### src/rtl/ct_lsu_lq_alloc.sv
// Load-queue entry allocator: picks up to two free entries for a DC-stage load,
// tracks occupancy/full state and registers RAR/RAW speculation failures.
// Optional LSU_LQ_SPEC_STAT_EN adds saturating spec-fail statistics counters.
`default_nettype none

module ct_lsu_lq_alloc (
  input  logic        lq_clk,
  input  logic        cpurst_b,
  input  logic        rtu_yy_xx_flush,
  input  logic        ld_dc_create_req,
  input  logic        ld_dc_create1_req,
  input  logic [6:0]  ld_dc_iid,
  input  logic [6:0]  st_dc_iid,
  input  logic [15:0] lq_entry_vld,
  input  logic [15:0] lq_entry_inst_hit,
  input  logic [15:0] lq_entry_rar_spec_fail,
  input  logic [15:0] lq_entry_raw_spec_fail,
  output logic [15:0] lq_entry_create0_vld,
  output logic [15:0] lq_entry_create1_vld,
  output logic        lq_ld_dc_full,
  output logic        ld_da_lq_rar_spec_fail,
  output logic [6:0]  ld_da_lq_iid,
  output logic        st_da_lq_raw_spec_fail,
  output logic [6:0]  st_da_lq_iid,
  output logic [4:0]  lq_cnt,
  output logic        lq_full_stall,
  output logic [15:0] lq_rar_fail_cnt,
  output logic [15:0] lq_raw_fail_cnt
);

  typedef enum logic [0:0] {IDLE = 1'b0, FULL = 1'b1} state_t;

  logic [15:0] free_vec;
  logic [15:0] slot0_oh;
  logic [15:0] rest_vec;
  logic [15:0] slot1_oh;
  logic [4:0]  free_cnt;
  logic [1:0]  need;
  logic        alloc_ok;
  logic        rar_fail_nxt;
  logic        raw_fail_nxt;
  state_t      state;

  always_comb begin
    free_vec = ~lq_entry_vld;
    free_cnt = 5'd0;
    for (int i = 0; i < 16; i++) begin
      free_cnt = free_cnt + {4'd0, free_vec[i]};
    end
    // Two's-complement trick isolates the lowest set bit.
    slot0_oh = free_vec & (~free_vec + 16'd1);
    rest_vec = free_vec & ~slot0_oh;
    slot1_oh = rest_vec & (~rest_vec + 16'd1);

    need = 2'd0;
    if (ld_dc_create_req && (lq_entry_inst_hit == 16'd0)) begin
      need = ld_dc_create1_req ? 2'd2 : 2'd1;
    end

    alloc_ok             = !rtu_yy_xx_flush && (need != 2'd0) && (free_cnt >= {3'd0, need});
    lq_ld_dc_full        = !rtu_yy_xx_flush && (need != 2'd0) && (free_cnt <  {3'd0, need});
    lq_entry_create0_vld = alloc_ok ? slot0_oh : 16'd0;
    lq_entry_create1_vld = (alloc_ok && (need == 2'd2)) ? slot1_oh : 16'd0;

    rar_fail_nxt = (|lq_entry_rar_spec_fail) && !rtu_yy_xx_flush;
    raw_fail_nxt = (|lq_entry_raw_spec_fail) && !rtu_yy_xx_flush;
  end

  always_ff @(posedge lq_clk or negedge cpurst_b) begin
    if (!cpurst_b) begin
      state         <= IDLE;
      lq_full_stall <= 1'b0;
    end else begin
      case (state)
        IDLE: begin
          if (lq_ld_dc_full) begin
            state         <= FULL;
            lq_full_stall <= 1'b1;
          end
        end
        FULL: begin
          if ((free_cnt >= 5'd2) || rtu_yy_xx_flush) begin
            state         <= IDLE;
            lq_full_stall <= 1'b0;
          end
        end
        default: begin
          state         <= IDLE;
          lq_full_stall <= 1'b0;
        end
      endcase
    end
  end

  always_ff @(posedge lq_clk or negedge cpurst_b) begin
    if (!cpurst_b) begin
      lq_cnt                 <= 5'd0;
      ld_da_lq_rar_spec_fail <= 1'b0;
      ld_da_lq_iid           <= 7'd0;
      st_da_lq_raw_spec_fail <= 1'b0;
      st_da_lq_iid           <= 7'd0;
    end else begin
      lq_cnt                 <= rtu_yy_xx_flush ? 5'd0 : (5'd16 - free_cnt);
      ld_da_lq_rar_spec_fail <= rar_fail_nxt;
      st_da_lq_raw_spec_fail <= raw_fail_nxt;
      if (rar_fail_nxt) begin
        ld_da_lq_iid <= ld_dc_iid;
      end
      if (raw_fail_nxt) begin
        st_da_lq_iid <= st_dc_iid;
      end
    end
  end

`ifdef LSU_LQ_SPEC_STAT_EN
  always_ff @(posedge lq_clk or negedge cpurst_b) begin
    if (!cpurst_b) begin
      lq_rar_fail_cnt <= 16'd0;
      lq_raw_fail_cnt <= 16'd0;
    end else begin
      if (ld_da_lq_rar_spec_fail && (lq_rar_fail_cnt != 16'hFFFF)) begin
        lq_rar_fail_cnt <= lq_rar_fail_cnt + 16'd1;
      end
      if (st_da_lq_raw_spec_fail && (lq_raw_fail_cnt != 16'hFFFF)) begin
        lq_raw_fail_cnt <= lq_raw_fail_cnt + 16'd1;
      end
    end
  end
`else
  assign lq_rar_fail_cnt = 16'h0;
  assign lq_raw_fail_cnt = 16'h0;
`endif

endmodule

`default_nettype wire

### config.mk
export PLATFORM = sky130hd
export DESIGN_NAME = ct_lsu_lq_alloc
export DESIGN_NICKNAME = d
export VERILOG_FILES = /design/src/rtl/ct_lsu_lq_alloc.sv
export SDC_FILE = /design/constraint.sdc
export NUM_CORES = 1
export LEC_CHECK = 0
export ABC_AREA = 1
export CAP_MARGIN = 20
export CORE_UTILIZATION = 33
export DETAILED_ROUTE_END_ITERATION = 16
export GPL_TIMING_DRIVEN = 0
export HOLD_SLACK_MARGIN = 0.12
export PLACE_DENSITY = 0.75
export SLEW_MARGIN = 20
export SYNTH_ARGS = -nofsm -noshare
export SYNTH_HDL_FRONTEND = slang
export SYNTH_SLANG_ARGS = --single-unit
### constraint.sdc
create_clock -name lq_clk -period 5.6 [get_ports lq_clk]
set_input_delay 0.84 -clock lq_clk [delete_from_list [all_inputs] [get_ports lq_clk]]
set_output_delay 0.84 -clock lq_clk [all_outputs]
set_load 0.05 [all_outputs]
==> results of run 1 <==
cells by family after synthesis:
kind of cell / synth area share
other: 0.001521
AO/OA/AOI/OAI: 0.02384
flip-flops: 0.2334
buffers and inverters: 0.1796
adder cells (fa/ha/maj): 0.1421
XOR/XNOR: 0.006597
AND/OR/NAND/NOR: 0.4130
cell usage in the layout (no fill, tap or decap), drive strengths merged:
master and n:
a21oi 3, a31oi 1, and2 1, buf 93, clkbuf 3, clkdlybuf4s50 92, clkinv 2, clkinvlp 1
conb 33, dfrtp 23, dlygate4sd2 2, fa 10, ha 12, inv 45, nand2 96, nand3 19
nand3b 3, nand4 12, nor2 61, nor3 15, nor3b 2, nor4 4, o21a 2, o21ai 3
o21bai 1, xnor2 1
what timing repair did:
action	4_1_cts	5_1_grt
pin swaps	18	15
gates resized for setup	287	31
buffers inserted	9	8
cloned	2	0
endpoints found under the setup margin	32	32
final timing paths:
| kind | startpoint | end | slack [ps] | cells after the start |
|---|---|---|---|---|
| setup / recovery | lq_entry_vld[7] | lq_entry_create0_vld[9] | -350 | 19 |
| min in group asynchronous | cpurst_b | st_da_lq_iid[4] | 530 | 1 |
| setup reg to reg | state | state | 4900 | 1 |
| hold reg to reg | st_da_lq_iid[2] | st_da_lq_iid[2] | 480 | 2 |
| max in group asynchronous | cpurst_b | ld_da_lq_iid[1] | 4730 | 1 |
| hold / removal | st_da_lq_iid[2] | st_da_lq_iid[2] | 480 | 2 |
state kept, by name, indices dropped and copies added (netlist names):
register	flops
ld_da_lq_iid	7
st_da_lq_iid	7
lq_cnt	5
ld_da_lq_rar_spec_fail	1
lq_full_stall	1
st_da_lq_raw_spec_fail	1
state	1
worst max-delay path, stage by stage:
cell and delay, ps:
buf_12 90, inv_6 30, fa_1 580, fa_2 460, fa_1 500, fa_1 450
ha_4 200, fa_2 500, ha_4 290, inv_2 30, nor2_2 70, nor2_1 50
and2_4 160, nand4_4 110, buf_12 120, nand2_8 80, buf_12 170, nor3_4 200
buf_6 180
area by class of cell:
type / instances / area, um^2
flip-flops and latches: 23 / 575.6
clock inverters: 1 / 7.507
fillers: 608 / 2554
inverters: 47 / 183.9
well taps: 99 / 123.9
plain buffers: 35 / 287.8
repair buffers: 152 / 1620
clock buffers: 3 / 41.29
multi-input cells: 279 / 1859
power breakdown:
| group | total [mW] | internal (mW) | switching [mW] |
|---|---|---|---|
| combinational | 0.801 | 0.338 | 0.464 |
| clock | 0.104 | 0.0503 | 0.0536 |
| sequential | 0.200 | 0.192 | 0.00855 |
| total | 1.11 | 0.579 | 0.526 |
per-stage QoR:
| step | std cells | utilization | area [um^2] | hold WS, ps | power, mW |
|---|---|---|---|---|---|
| CTS | 634 | 0.6315 | 4581 | 485.8 | 1.053 |
| floorplan | 384 | - | 2818 | 486.0 | 0.6976 |
| global route | 639 | 0.6479 | 4700 | 508.3 | 1.195 |
| detailed placement | 619 | 0.5932 | 4303 | 464.6 | 0.8981 |
| finish | 639 | 0.6479 | 4700 | 483.3 | 1.105 |
| global placement | 619 | 0.5932 | 4303 | 457.0 | 0.8695 |
per-layer routing:
layer,vias up,GRT usage,part of all wire
li1,1421,-,-
met1,1306,0.2393,0.38
met2,86,0.3776,0.55
met3,10,0.02612,0.055
met4,0,0.04106,0.013
met5,-,0,0
==> results.json, run 1 <==
{
  "clk_latency_ps": 260,
  "cp.arrival_ps": 5110,
  "synth_area_leaders": "dfrtp_1 23%, nand2_1 14%, buf_4 10%",
  "via_per_inst": 4.418,
  "synth_edf_count": 0,
  "slew_headroom": 0.6352,
  "rsz0062_at_grt": "yes",
  "drt-initial-drc-count": 136,
  "synth_common_cells": "90 x nand2_1, 56 x nor2_1, 45 x inv_1",
  "violations": "negative setup slack",
  "antenna_found_initial": 0,
  "hold_viol": 0,
  "hp-class": "reg -> reg",
  "p_leak_nw": 2.260,
  "routedWlPerCell_um": 12.68,
  "ant_nets": 0,
  "tightestPinTransition_ps": 545.6,
  "fin_crit_ps": 5954,
  "timing.final.ws_setup_ps": -354.0,
  "status": "finished, violations left",
  "nNetsFinal": 646,
  "fin_crit_sh": 1.063,
  "cts_tree": "yes",
  "vias": 2823,
  "grt.overflow.total": 0,
  "finClkSkew_ps": 0.2400,
  "yosysSeqAreaShare": 0.2334,
  "die_area_mm2": 0.007823,
  "final_max_slew_viol_count": 0,
  "synth_most_common_cell": "nand2_1",
  "critPathRequiredTime_ps": 4760,
  "core_mm2": 0.007253,
  "synth_flop_cell": "dfrtp_1",
  "grt_pass1_wl_um": 12120,
  "syn_to_final_growth_pct": 90.56,
  "drive_gt1_frac": 0.2852,
  "power_density_mw_per_mm2": 235.2,
  "ys_async_sr_fraction": 1.000,
  "dr.pass1.iters": 4,
  "startpoint_type": "input pin",
  "die_h_um": 88.45,
  "critPathKind": "in -> out",
  "grt_pass1_vias": 2635,
  "tns_ps": -7852,
  "ys_warn_count": 0,
  "postSynthAreaPerCell_um2": 7.006,
  "fmax_mhz": 168.0,
  "cts-htree-levels": 1,
  "io-pin-count": 170,
  "grt_usage": 0.1992,
  "port_buffers": 136,
  "ys_ff_latch": 23,
  "drcViolationCount": 0,
  "hold_buffers": 0,
  "setup_viol": 32,
  "cp-end-kind": "primary output",
  "vdd_drop_max_mv": 0.2235,
  "cts_buffer_depth": 2,
  "synth_top_area_frac": 0.2334,
  "drv_cap": 0,
  "place_hpwl_um": 6497,
  "cts_sinks": 23,
  "yosysUniqueCellTypes": 32,
  "pre_cts_ws_ps": -1646,
  "syn_inst": 352,
  "worstPathMaxFanout": 6,
  "syn_area_mm2": 0.002466,
  "cts-root-buf": "clkbuf_8",
  "num_rows": 31,
  "cts_buffers": 3,
  "gp_congestion": 0.8985,
  "grt_max_degree": 24,
  "initial_core_util": 0.3400,
  "clk_pin_slew_ps": 80,
  "num_antenna_cells": 0,
  "drt_wl_total_um": 8101,
  "dieWidth_um": 88.45,
  "yosys.area.top_type": "dfrtp_1"
}
No activity file was read; power rests on OpenSTA's default activity.
==> run 2, diff against run 1 <==
--- a/config.mk
+++ b/config.mk
@@ -12,6 +12,7 @@
 export GPL_TIMING_DRIVEN = 0
 export HOLD_SLACK_MARGIN = 0.12
 export PLACE_DENSITY = 0.75
+export SKIP_LAST_GASP = 1
 export SLEW_MARGIN = 20
 export SYNTH_ARGS = -nofsm -noshare
 export SYNTH_HDL_FRONTEND = slang
==> run 2 against run 1 <==
  * The run still ends with negative setup slack left
  * Setup slack better by 3.1 ps
  * Core utilization is 0.052 points lower
  * Sequential cell count stayed put
  * Final cell count stayed put
  * Die area stayed put
  * Sequential power hardly changed
  * Largest power group unchanged
  * Clock-buffer cell count stayed put
  * Clock power hardly changed
  * Sequential share of layout area hardly changed
==> results.json, run 2 (synthesis results as in run 1) <==
{
  "use_met1": 0.2423,
  "core_mm2": 0.007253,
  "grt.overflow.total": 0,
  "seqPwrFrac": 0.181,
  "p_clk_frac": 0.093,
  "status": "finished, violations left",
  "rsz0062_at_grt": "yes",
  "tightestPinTransition_ps": 545.5,
  "mostFrequentLayoutCells": "92 x clkdlybuf4s50_1, 90 x nand2_1, 44 x buf_4",
  "vdd_drop_max_mv": 0.2232,
  "cts_tree": "yes",
  "internal_power_uw": 579.6,
  "crit_chain": "buf_12 -> inv_6 -> fa_1 -> fa_2 -> fa_1 -> fa_1 -> ha_4 -> fa_2 -> ha_4 -> inv_2 -> nor2_2 -> nor2_1 -> and2_4 -> nand4_4 -> buf_12 -> nand2_8 -> buf_12 -> nor3_4 -> buf_6",
  "cts_buffers": 3,
  "final_cells": 639,
  "worstPathMaxFanout": 6,
  "p_leak_nw": 2.258,
  "dp.cells": 619,
  "finClkSkew_ps": 0.2425,
  "final_max_slew_viol_count": 0,
  "hold_buffers": 0,
  "cts_buffer_depth": 2,
  "syn_to_final_growth_pct": 90.41,
  "startpoint_type": "input pin",
  "cts-htree-levels": 1,
  "final_common_cell": "clkdlybuf4s50_1",
  "critPathRequiredTime_ps": 4760,
  "gp_congestion": 0.8985,
  "initial_core_util": 0.3400,
  "pwr-share-comb": 0.725,
  "vias": 2830,
  "routedWlPerCell_um": 12.62,
  "drv_cap": 0,
  "drive_gt1_frac": 0.2852,
  "cts-root-buf": "clkbuf_8",
  "violations": "negative setup slack",
  "drcViolationCount": 0,
  "drt_wl_total_um": 8065,
  "power_density_mw_per_mm2": 235.2,
  "cts_sinks": 23,
  "io-pin-count": 170,
  "grt_usage": 0.1994,
  "dr.pass1.iters": 4,
  "fin_util": 0.6474,
  "grt_pass1_vias": 2639,
  "fin_crit_ps": 5951,
  "die_h_um": 88.45,
  "port_buffers": 136,
  "fin_crit_sh": 1.063,
  "hold_viol": 0,
  "timing.final.ws_setup_ps": -350.9,
  "dieWidth_um": 88.45,
  "antenna_found_initial": 0,
  "nNetsFinal": 646,
  "hp-class": "reg -> reg",
  "cp-end-kind": "primary output",
  "setup_viol": 32,
  "swShare": 0.4752,
  "grt_pass1_wl_um": 12160,
  "grt_max_degree": 24,
  "busiest_layer": "met2",
  "via_per_inst": 4.429,
  "drt-initial-drc-count": 129,
  "ant_nets": 0,
  "place_hpwl_um": 6497,
  "max_stage_delay_ps": 580,
  "crit_slowest_cell": "fa_1",
  "critPathKind": "in -> out",
  "grt_util_met3": 0.02519,
  "fmax_mhz": 168.0,
  "num_rows": 31,
  "globalRouteMet2Util": 0.3783,
  "largestRegisters": "ld_da_lq_iid (7), st_da_lq_iid (7), lq_cnt (5)",
  "slew_headroom": 0.6352,
  "cp.arrival_ps": 5110,
  "die_area_mm2": 0.007823,
  "num_antenna_cells": 0,
  "p_sw_uw": 524.9,
  "finalPower_mw": 1.105,
  "clk_pin_slew_ps": 80,
  "clk_latency_ps": 260
}
run 2: per-stage QoR:
step	hold slack (ps)	setup slack [ps]	setup TNS [ps]	instance area [um^2]
floorplan	486.0	-188.2	-2921	2818
global placement	457.0	-1580	-46420	4303
detailed placement	464.6	-1646	-48560	4303
CTS	485.8	-415.0	-10780	4577
global route	508.3	-456.2	-11060	4696
finish	483.0	-350.9	-7725	4696
run 2: final timing paths:
check,startpoint,end,slack (ps),cells after the start
worst max-delay path,lq_entry_vld[7],lq_entry_create0_vld[9],-350,19
worst min-delay path,st_da_lq_iid[2],st_da_lq_iid[2],480,2
worst max register to register,state,state,4900,1
worst min register to register,st_da_lq_iid[2],st_da_lq_iid[2],480,2
max in group asynchronous,cpurst_b,ld_da_lq_iid[5],4730,1
min in group asynchronous,cpurst_b,st_da_lq_iid[4],530,1
run 2: repair_timing:
action | CTS | global route
pin swaps | 18 | 15
gates resized for setup | 286 | 31
setup endpoints to repair | 32 | 32
setup buffers | 9 | 8
cloned | 2 | 0
run 2: layer usage:
layer | routed length, um | part of all wire
met3 | 450 | 0.056
met5 | 0 | 0
met4 | 61 | 0.0076
met2 | 4449 | 0.55
met1 | 3103 | 0.38
run 2: power groups by stage:
stage	combinational, mW	clock [mW]	sequential [mW]
6_report	0.801	0.103	0.200
5_1_grt	0.877	0.116	0.203
4_1_cts	0.745	0.107	0.201
3_5_place_dp	0.694	0	0.204
3_3_place_gp	0.667	0	0.203
2_1_floorplan	0.406	0	0.292
run 2: final cells by class:
type                       instances  area, um^2
fill                             609        2557
clock buffer                       3       41.29
inverter                          47       183.9
sequential                        23       575.6
multi-input combinational        279        1859
clock inverter                     1       7.507
tap                               99       123.9
timing repair buffer             152        1617
buffer                            35       287.8
run 2: critical path, delay by kind of cell:
family                     cells  cell delay, ps
and+or+nand+nor                6             660
buffers and inverters          6             620
adders and majority gates      7            2980
